**config.mk**
```make
export PLATFORM = sky130hd
export DESIGN_NAME = assert_event_log
export DESIGN_NICKNAME = d
export VERILOG_FILES = /design/src/rtl/assert_event_log.sv
export SDC_FILE = /design/constraint.sdc
export NUM_CORES = 1
export LEC_CHECK = 0
export ABC_AREA = 1
export BUFFER_PORTS_ARGS = -buffer_cell sky130_fd_sc_hd__buf_2
export CORE_UTILIZATION = 30
export CTS_CLUSTER_DIAMETER = 80
export DETAILED_ROUTE_END_ITERATION = 10
export PLACE_DENSITY = 0.52
export SLEW_MARGIN = 0
export SYNTH_ARGS = -nofsm -noshare
export SYNTH_HDL_FRONTEND = slang
export SYNTH_SLANG_ARGS = --single-unit
```
**constraint.sdc**
```tcl
create_clock -name clk -period 4.7 [get_ports clk]
set_input_delay 1.175 -clock clk [delete_from_list [all_inputs] [get_ports clk]]
set_output_delay 1.175 -clock clk [all_outputs]
set_load 0.05 [all_outputs]
```
**src/rtl/assert_event_log.sv**
```systemverilog
// Assertion-failure event log: FIFO of {id, data, timestamp} with drop counter.
// Optional cycle timestamps enabled by defining ASSERT_EVENT_LOG_TIMESTAMP_EN.
module assert_event_log #(
    parameter int DEPTH  = 8,
    parameter int ID_W   = 8,
    parameter int DATA_W = 32
) (
    input  logic              clk,
    input  logic              rst,
    input  logic              chk_valid,
    input  logic [ID_W-1:0]   chk_id,
    input  logic [DATA_W-1:0] chk_data,
    output logic              rd_valid,
    input  logic              rd_ready,
    output logic [ID_W-1:0]   rd_id,
    output logic [DATA_W-1:0] rd_data,
    output logic [31:0]       rd_ts,
    output logic [15:0]       drop_cnt,
    output logic              halt,
    output logic [ID_W-1:0]   first_id
);

    localparam int AW = $clog2(DEPTH);
    localparam logic [AW:0] PTR_ONE = 1;

    logic [AW:0]       wr_ptr_q, wr_ptr_d;
    logic [AW:0]       rd_ptr_q, rd_ptr_d;
    logic [15:0]       drop_q, drop_d;
    logic              halt_q, halt_d;
    logic [ID_W-1:0]   first_q, first_d;

    logic [ID_W-1:0]   id_mem_q   [DEPTH];
    logic [DATA_W-1:0] data_mem_q [DEPTH];

    logic empty, full, push, pop, drop;

    assign empty = (wr_ptr_q == rd_ptr_q);
    assign full  = (wr_ptr_q[AW] != rd_ptr_q[AW]) &&
                   (wr_ptr_q[AW-1:0] == rd_ptr_q[AW-1:0]);

    // Handshake decode; a pop frees a slot for a same-cycle push when full
    always_comb begin
        pop      = !rst && !empty && rd_ready;
        push     = !rst && chk_valid && (!full || pop);
        drop     = !rst && chk_valid && full && !pop;
        wr_ptr_d = push ? wr_ptr_q + PTR_ONE : wr_ptr_q;
        rd_ptr_d = pop  ? rd_ptr_q + PTR_ONE : rd_ptr_q;
        drop_d   = drop_q;
        if (drop && drop_q != 16'hFFFF) begin
            drop_d = drop_q + 16'd1;
        end
        halt_d  = halt_q;
        first_d = first_q;
        if (chk_valid && !halt_q) begin
            halt_d  = 1'b1;
            first_d = chk_id;
        end
    end

    // Control state with synchronous reset
    always_ff @(posedge clk) begin
        if (rst) begin
            wr_ptr_q <= '0;
            rd_ptr_q <= '0;
            drop_q   <= '0;
            halt_q   <= 1'b0;
            first_q  <= '0;
        end else begin
            wr_ptr_q <= wr_ptr_d;
            rd_ptr_q <= rd_ptr_d;
            drop_q   <= drop_d;
            halt_q   <= halt_d;
            first_q  <= first_d;
        end
    end

    // Entry storage; contents are masked at the output when empty
    always_ff @(posedge clk) begin
        if (push) begin
            id_mem_q[wr_ptr_q[AW-1:0]]   <= chk_id;
            data_mem_q[wr_ptr_q[AW-1:0]] <= chk_data;
        end
    end

`ifdef ASSERT_EVENT_LOG_TIMESTAMP_EN
    logic [31:0] cnt_q;
    logic [31:0] ts_mem_q [DEPTH];

    // Free-running cycle counter, zero on the first cycle after reset
    always_ff @(posedge clk) begin
        if (rst) begin
            cnt_q <= '0;
        end else begin
            cnt_q <= cnt_q + 32'd1;
        end
    end

    // Timestamp storage alongside the entry
    always_ff @(posedge clk) begin
        if (push) begin
            ts_mem_q[wr_ptr_q[AW-1:0]] <= cnt_q;
        end
    end

    assign rd_ts = rd_valid ? ts_mem_q[rd_ptr_q[AW-1:0]] : '0;
`else
    assign rd_ts = '0;
`endif

    assign rd_valid = !empty;
    assign rd_id    = rd_valid ? id_mem_q[rd_ptr_q[AW-1:0]] : '0;
    assign rd_data  = rd_valid ? data_mem_q[rd_ptr_q[AW-1:0]] : '0;
    assign drop_cnt = drop_q;
    assign halt     = halt_q;
    assign first_id = first_q;

endmodule

```
==> reports/qor.yml, run 1 <==
status:
  outcome: "finished, final reports clean"
critical_path:
  crit_top_cell: "nand2_1"
  cp_data_arrival_time_ps: 2980
  cp_data_required_time_ps: 3520
  rr_worst_depth: 10
  r2r_end: "id_mem_q[4][3]"
  cp_num_buf_inv: 3
  crit_fanout: 19
  worst_setup_path_end_kind: "primary output"
  r2r_slack_ps: 2160
  worstSetupStartpointType: "flop"
  max_stage_delay_ps: 620
  critical-path-slowest-cell: "nand2_1"
  critPathTopFamily: "simple AND/OR/NAND/NOR gates"
  r2r-start: "wr_ptr_q[2]"
  crit_type: "reg -> out"
  path_cells: "inv_2 -> nand2_1 -> nand2_1 -> nor2_1 -> nand2_1 -> buf_4 -> o21ai_0 -> a31oi_1 -> buf_2"
hold_path:
  hp-class: "reg -> reg"
  holdPathStages: 2
  holdPathEnd: "rd_ptr_q[3]"
  hp-start: "rd_ptr_q[3]"
layout:
  finish.net_count: 1402
  num_antenna_cells: 0
  mostFrequentLayoutCells: "edfxtp_1, nor2_1, o21ai_0"
  fin_util_pct: 35.6
  fin_cells: 2002
  n_fill_cell: 4653
  area_growth_pct: 17.0
  drive_gt1_share_pct: 16.9
  mostFrequentLayoutCell: "edfxtp_1"
  design_area_mm2: 0.0170
yosys:
  synthXorXnorAreaFrac_pct: 0.783
  synthArstFlopShare_pct: 0
  syn_avg_cell_area_um2: 11.6
  synth.yosys.warnings: 0
  synth-main-ff-cell: "edfxtp_1"
  muxShareOfSynthArea_pct: 0
  synth_top_family_by_area: "simple AND/OR/NAND/NOR gates"
  synth_cell_type_count: 30
  synth_compound_area_share_pct: 11.4
  ys_seq_area_share_pct: 71.1
  netlist_area_mm2: 0.0145
  synth_edf_count: 320
  synth-simple-area-share_pct: 12.0
  synth_adder_area_share_pct: 0.258
  ys_ff_latch: 356
  synth_cells: 1252
sta:
  drv_slew: 0
  hold_ws_ps: 482
  finalHoldViolations: 0
  setup_ws_ps: 542
  setup_viol: 0
  fmax_ghz: 0.240
  worst_pin_slew_ps: 850
  finalSetupTns_ps: 0
  finalCritPeriodShare_pct: 88.5
  finalClockSkew_ps: 9.24
  relSlewSlack_pct: 43.2
  rsz0062_at_grt: "no"
  final.min_clock_period_ps: 4160
global_routing:
  grt_remaining_overflow: 0
  grt.total_usage_pct: 14.2
  grt_pass1_wl_um: 54400
  antenna_found_initial: 3
  grt_pass1_vias: 9259
  grt_start_max_net_pins: 121
power_and_ir_drop:
  swShare_pct: 27.0
  clkPwrFrac_pct: 40.4
  vdd.ir_drop.worst_mv: 0.236
  powerDensity_mw_per_mm2: 430
  p_int_mw: 5.34
  power_frac_seq_pct: 47.9
  p_switching_mw: 1.97
  combPwrFrac_pct: 11.6
  total_power_mw: 7.31
  power_leakage_nw: 5.88
cts:
  post-cts-setup-buffers: 0
  numCtsBuffers: 41
  clk_pin_slew_worst_paths_ps: 60
  cts_hold_buf: 0
  clkSinkCount: 356
  clk-insertion-delay-late_ps: 570
  cts_tree: "done"
  ctsResizeCount: 0
  h-tree-depth: 2
  clockRootBuffer: "clkbuf_16"
  clockBufferDepth: 3
route:
  via_per_inst: 4.72
  antenna_left: 0
  first_pass_iters: 5
  routed_wl_um: 34900
  wl_per_cell_um: 17.4
  vias: 9447
  drt-initial-drc-count: 762
  route.detailed.drc: 0
place:
  place_congestion: 0.787
  dp_cells: 1927
  port_buffers: 109
  hpwlAfterDp_um: 20100
  place_ws_ps: 935
  dpl_cell_area_mm2: 0.0157
floorplanning:
  initial_utilization_pct: 30.4
  die_h_um: 222
  coreArea_mm2: 0.0477
  ioPinCount: 142
  die_x_um: 222
  rows: 80
  die-area_mm2: 0.0493
job:
  drv_cap: 0
==> logic make-up (layout without fill, tap and decap cells) <==
family                   after synthesis  after routing
buffers and inverters                132            236
other                                  1             32
adder cells (fa/ha/maj)                3              3
XOR/XNOR                              13             13
AND/OR/NAND/NOR                      434            434
flip-flops                           356            356
AO/OA/AOI/OAI                        313            313
==> cell usage after synthesis (2+ instances only) <==
cell | count | area, um^2
dfxtp_1 | 36 | 721
inv_2 | 7 | 26.3
nand2_1 | 69 | 259
a21oi_1 | 12 | 60.1
nand4_1 | 4 | 25.0
edfxtp_1 | 320 | 9610
inv_1 | 24 | 90.1
nor2_2 | 2 | 12.5
a21oi_2 | 9 | 78.8
nand2_2 | 13 | 81.3
buf_2 | 21 | 105
a31oi_1 | 40 | 250
nor2_4 | 2 | 22.5
nor2_1 | 322 | 1210
xor2_1 | 11 | 96.3
nor3_1 | 5 | 25.0
buf_1 | 5 | 18.8
o21ai_1 | 42 | 210
clkbuf_1 | 41 | 154
o21ai_0 | 210 | 1050
xnor2_1 | 2 | 17.5
nand3_1 | 13 | 65.1
buf_4 | 33 | 248
ha_1 | 3 | 37.5
==> flip-flops by register name, indices dropped and copies added, names as in the netlist, named ones only <==
register	flops
first_id	8
id_mem_q	64
halt	1
wr_ptr_q	4
rd_ptr_q	4
data_mem_q	256
drop_cnt	16
==> power by group through the flow <==
| stage | combinational, mW | clock [mW] | sequential (mW) |
|---|---|---|---|
| final | 0.849 | 2.96 | 3.51 |
| after global routing | 0.925 | 3.17 | 3.51 |
| after CTS | 0.860 | 3.04 | 3.51 |
| after detailed placement | 0.859 | 0 | 3.57 |
| after global placement | 0.858 | 0 | 3.57 |
| after floorplan | 0.588 | 0 | 3.59 |
==> how the worst max path moves through the flow <==
stage	depth (start not counted)	start	endpoint
4_1_cts	9	wr_ptr_q[2]	rd_data[0]
2_1_floorplan	7	rst	data_mem_q[0][0]
5_1_grt	9	wr_ptr_q[2]	rd_data[21]
3_3_place_gp	9	rst	data_mem_q[4][28]
3_5_place_dp	9	rst	data_mem_q[4][28]
6_report	9	wr_ptr_q[2]	rd_data[0]
==> layout make-up <==
class | count | area (um^2) | share of cell area [%]
clock buffer | 53 | 1090 | 6.43
clock inverter | 22 | 163 | 0.957
inverter | 31 | 119 | 0.699
multi-input combinational | 795 | 3730 | 21.9
sequential | 356 | 10300 | 60.8
tap | 615 | 769 | 4.53
timing repair buffer | 130 | 791 | 4.65
==> routing by layer <==
| layer | part of all wire [%] | global-route usage, % | up-vias |
|---|---|---|---|
| met5 | 0.086 | 0 | - |
| met2 | 46 | 22.2 | 245 |
| met1 | 46 | 19.2 | 4593 |
| li1 | - | - | 4558 |
| met3 | 5.4 | 3.26 | 47 |
| met4 | 2.3 | 5.04 | 4 |
==> worst min-delay path: stages, from the launching register on <==
cell     delay, ps
dfxtp_1        320
nand2_1         60
a21oi_1         50
Note: power is estimated with default switching activity, not from simulation.
==> run 2, diff against run 1 <==
--- a/config.mk
+++ b/config.mk
@@ -7,10 +7,10 @@
 export LEC_CHECK = 0
 export ABC_AREA = 1
 export BUFFER_PORTS_ARGS = -buffer_cell sky130_fd_sc_hd__buf_2
-export CORE_UTILIZATION = 30
+export CORE_UTILIZATION = 53
 export CTS_CLUSTER_DIAMETER = 80
 export DETAILED_ROUTE_END_ITERATION = 10
-export PLACE_DENSITY = 0.52
+export PLACE_DENSITY = 0.79
 export SLEW_MARGIN = 0
 export SYNTH_ARGS = -nofsm -noshare
 export SYNTH_HDL_FRONTEND = slang
==> run 2 against run 1 <==
Wire length shrank 11%. Design area shrank 3.2%. Flip-flop and latch count is the same. Via count grew 2.4%. Setup slack lost 5.2 ps. Global-route usage grew 7.8 points. Total power shrank 5.1%. Worst hold slack is essentially flat. Final cell count shrank 14%. Clock skew grew 19 ps.
==> reports/qor.yml, run 2 (synthesis gave the netlist of run 1 again) <==
critical_path:
  r2r_end: "data_mem_q[1][8]"  # was id_mem_q[4][3]
  r2r_slack_ps: 2130  # was 2160 ps
  cp_data_arrival_time_ps: 2990  # was 2980 ps
  cp_data_required_time_ps: 3520  # about the same
  crit_type: "reg -> out"  # unchanged
  worstSetupStartpointType: "flop"  # unchanged
  rr_worst_depth: 10  # unchanged
  r2r-start: "wr_ptr_q[2]"  # unchanged
  crit_fanout: 71  # was 19
  worst_setup_path_end_kind: "primary output"  # unchanged
route:
  via_per_inst: 5.64  # was 4.72
  first_pass_iters: 6  # was 5
  vias: 9674  # was 9447
  drt-initial-drc-count: 1049  # was 762
  antenna_left: 0  # unchanged
  wl_per_cell_um: 18.0  # was 17.4 um
  route.detailed.drc: 0  # unchanged
  routed_wl_um: 30900  # was 34900 um
cts:
  h-tree-depth: 2  # unchanged
  clk-insertion-delay-late_ps: 520  # was 570 ps
  ctsResizeCount: 0  # unchanged
  clkSinkCount: 356  # unchanged
  post-cts-setup-buffers: 0  # unchanged
  cts_hold_buf: 0  # unchanged
  clockBufferDepth: 3  # unchanged
  clk_pin_slew_worst_paths_ps: 60  # about the same
  numCtsBuffers: 35  # was 41
  cts_tree: "done"  # unchanged
  clockRootBuffer: "clkbuf_16"  # unchanged
global_routing:
  grt_pass1_vias: 9266  # was 9259
  grt.total_usage_pct: 22.0  # was 14.2%
  antenna_found_initial: 3  # unchanged
  grt_pass1_wl_um: 48600  # was 54400 um
  grt_remaining_overflow: 0  # unchanged
  grt_start_max_net_pins: 92  # was 121
layout:
  fin_util_pct: 61.0  # was 35.6%
  finish.net_count: 1397  # was 1402
  mostFrequentLayoutCell: "edfxtp_1"  # unchanged
  num_antenna_cells: 0  # unchanged
  largest_reg_flops: 256  # unchanged
  mostFrequentLayoutCells: "edfxtp_1, nor2_1, o21ai_0"  # unchanged
  n_fill_cell: 2019  # was 4653
  area_growth_pct: 13.2  # was 17.0%
  drive_gt1_share_pct: 16.5  # was 16.9%
  design_area_mm2: 0.0165  # was 0.0170 mm^2
sta:
  worst_pin_slew_ps: 1070  # was 850 ps
  finalSetupTns_ps: 0  # unchanged
  final.min_clock_period_ps: 4160  # about the same
  fmax_ghz: 0.240  # about the same
  drv_slew: 0  # unchanged
  hold_ws_ps: 482  # about the same
  setup_viol: 0  # unchanged
  relSlewSlack_pct: 28.6  # was 43.2%
  finalCritPeriodShare_pct: 88.6  # was 88.5%
  rsz0062_at_grt: "no"  # unchanged
  setup_ws_ps: 536  # was 542 ps
  finalClockSkew_ps: 28.6  # was 9.24 ps
  finalHoldViolations: 0  # unchanged
floorplanning:
  coreArea_mm2: 0.0270  # was 0.0477 mm^2
  die_x_um: 168  # was 222 um
  die-area_mm2: 0.0281  # was 0.0493 mm^2
  die_h_um: 168  # was 222 um
  initial_utilization_pct: 53.9  # was 30.4%
  ioPinCount: 142  # unchanged
  rows: 60  # was 80
status:
  outcome: "finished, final reports clean"  # unchanged
job:
  drv_cap: 0  # unchanged
power_and_ir_drop:
  powerDensity_mw_per_mm2: 422  # was 430 mW/mm^2
  vdd.ir_drop.worst_mv: 0.224  # was 0.236 mV
  power_leakage_nw: 5.81  # was 5.88 nW
place:
  place_congestion: 0.805  # was 0.787
  port_buffers: 109  # unchanged
  hpwlAfterDp_um: 18000  # was 20100 um
  place_ws_ps: 996  # was 935 ps
  dpl_cell_area_mm2: 0.0154  # was 0.0157 mm^2
hold_path:
  holdPathStages: 2  # unchanged
  holdPathEnd: "rd_ptr_q[3]"  # unchanged
  hp-class: "reg -> reg"  # unchanged
  hp-start: "rd_ptr_q[3]"  # unchanged
run 2: through the flow:
step	cells	power [mW]
3_5_place_dp	1654	4.40
3_3_place_gp	1654	4.38
4_1_cts	1716	6.97
6_report	1716	6.94
2_1_floorplan	1283	4.18
5_1_grt	1716	7.15
run 2: cell type report:
cell class / instances / area (um^2) / area share (%)
flip-flops and latches: 356 / 10300 / 62.8
repair buffers: 131 / 773 / 4.70
inverters: 31 / 119 / 0.722
multi-input cells: 795 / 3730 / 22.7
clock inverters: 23 / 156 / 0.951
well taps: 341 / 427 / 2.59
clock buffers: 39 / 912 / 5.54
run 2: layer usage:
metal / routed length (um) / track usage (%)
met4: 894 / 7.74
met1: 12800 / 29.3
met3: 2390 / 4.33
met2: 14800 / 36.2
met5: 27 / 0
run 2: power by group:
| group | internal [mW] | total (mW) | switching [mW] |
|---|---|---|---|
| Combinational | 0.179 | 0.805 | 0.626 |
| Clock | 1.46 | 2.60 | 1.14 |
| Sequential | 3.49 | 3.53 | 0.0410 |
run 2: worst max-delay path by stage:
stage                                  end  slack, ps  depth (start not counted)  start
after global routing           rd_data[12]        380                          8   flop
after CTS                      rd_data[28]        560                          6   flop
final                          rd_data[12]        540                          8   flop
after global placement    data_mem_q[1][6]       1080                          9    rst
after detailed placement  data_mem_q[1][7]       1000                          9    rst
after floorplan           data_mem_q[0][0]        740                          7    rst
run 2: worst max-delay path, cell delays in order, from the launching register on:
cell     delay [ps]
dfxtp_4         680
buf_4           700
nor2_1          110
nor2_1          100
o21ai_0          80
o21ai_1         120
o21ai_0         120
a31oi_1         230
buf_2           290
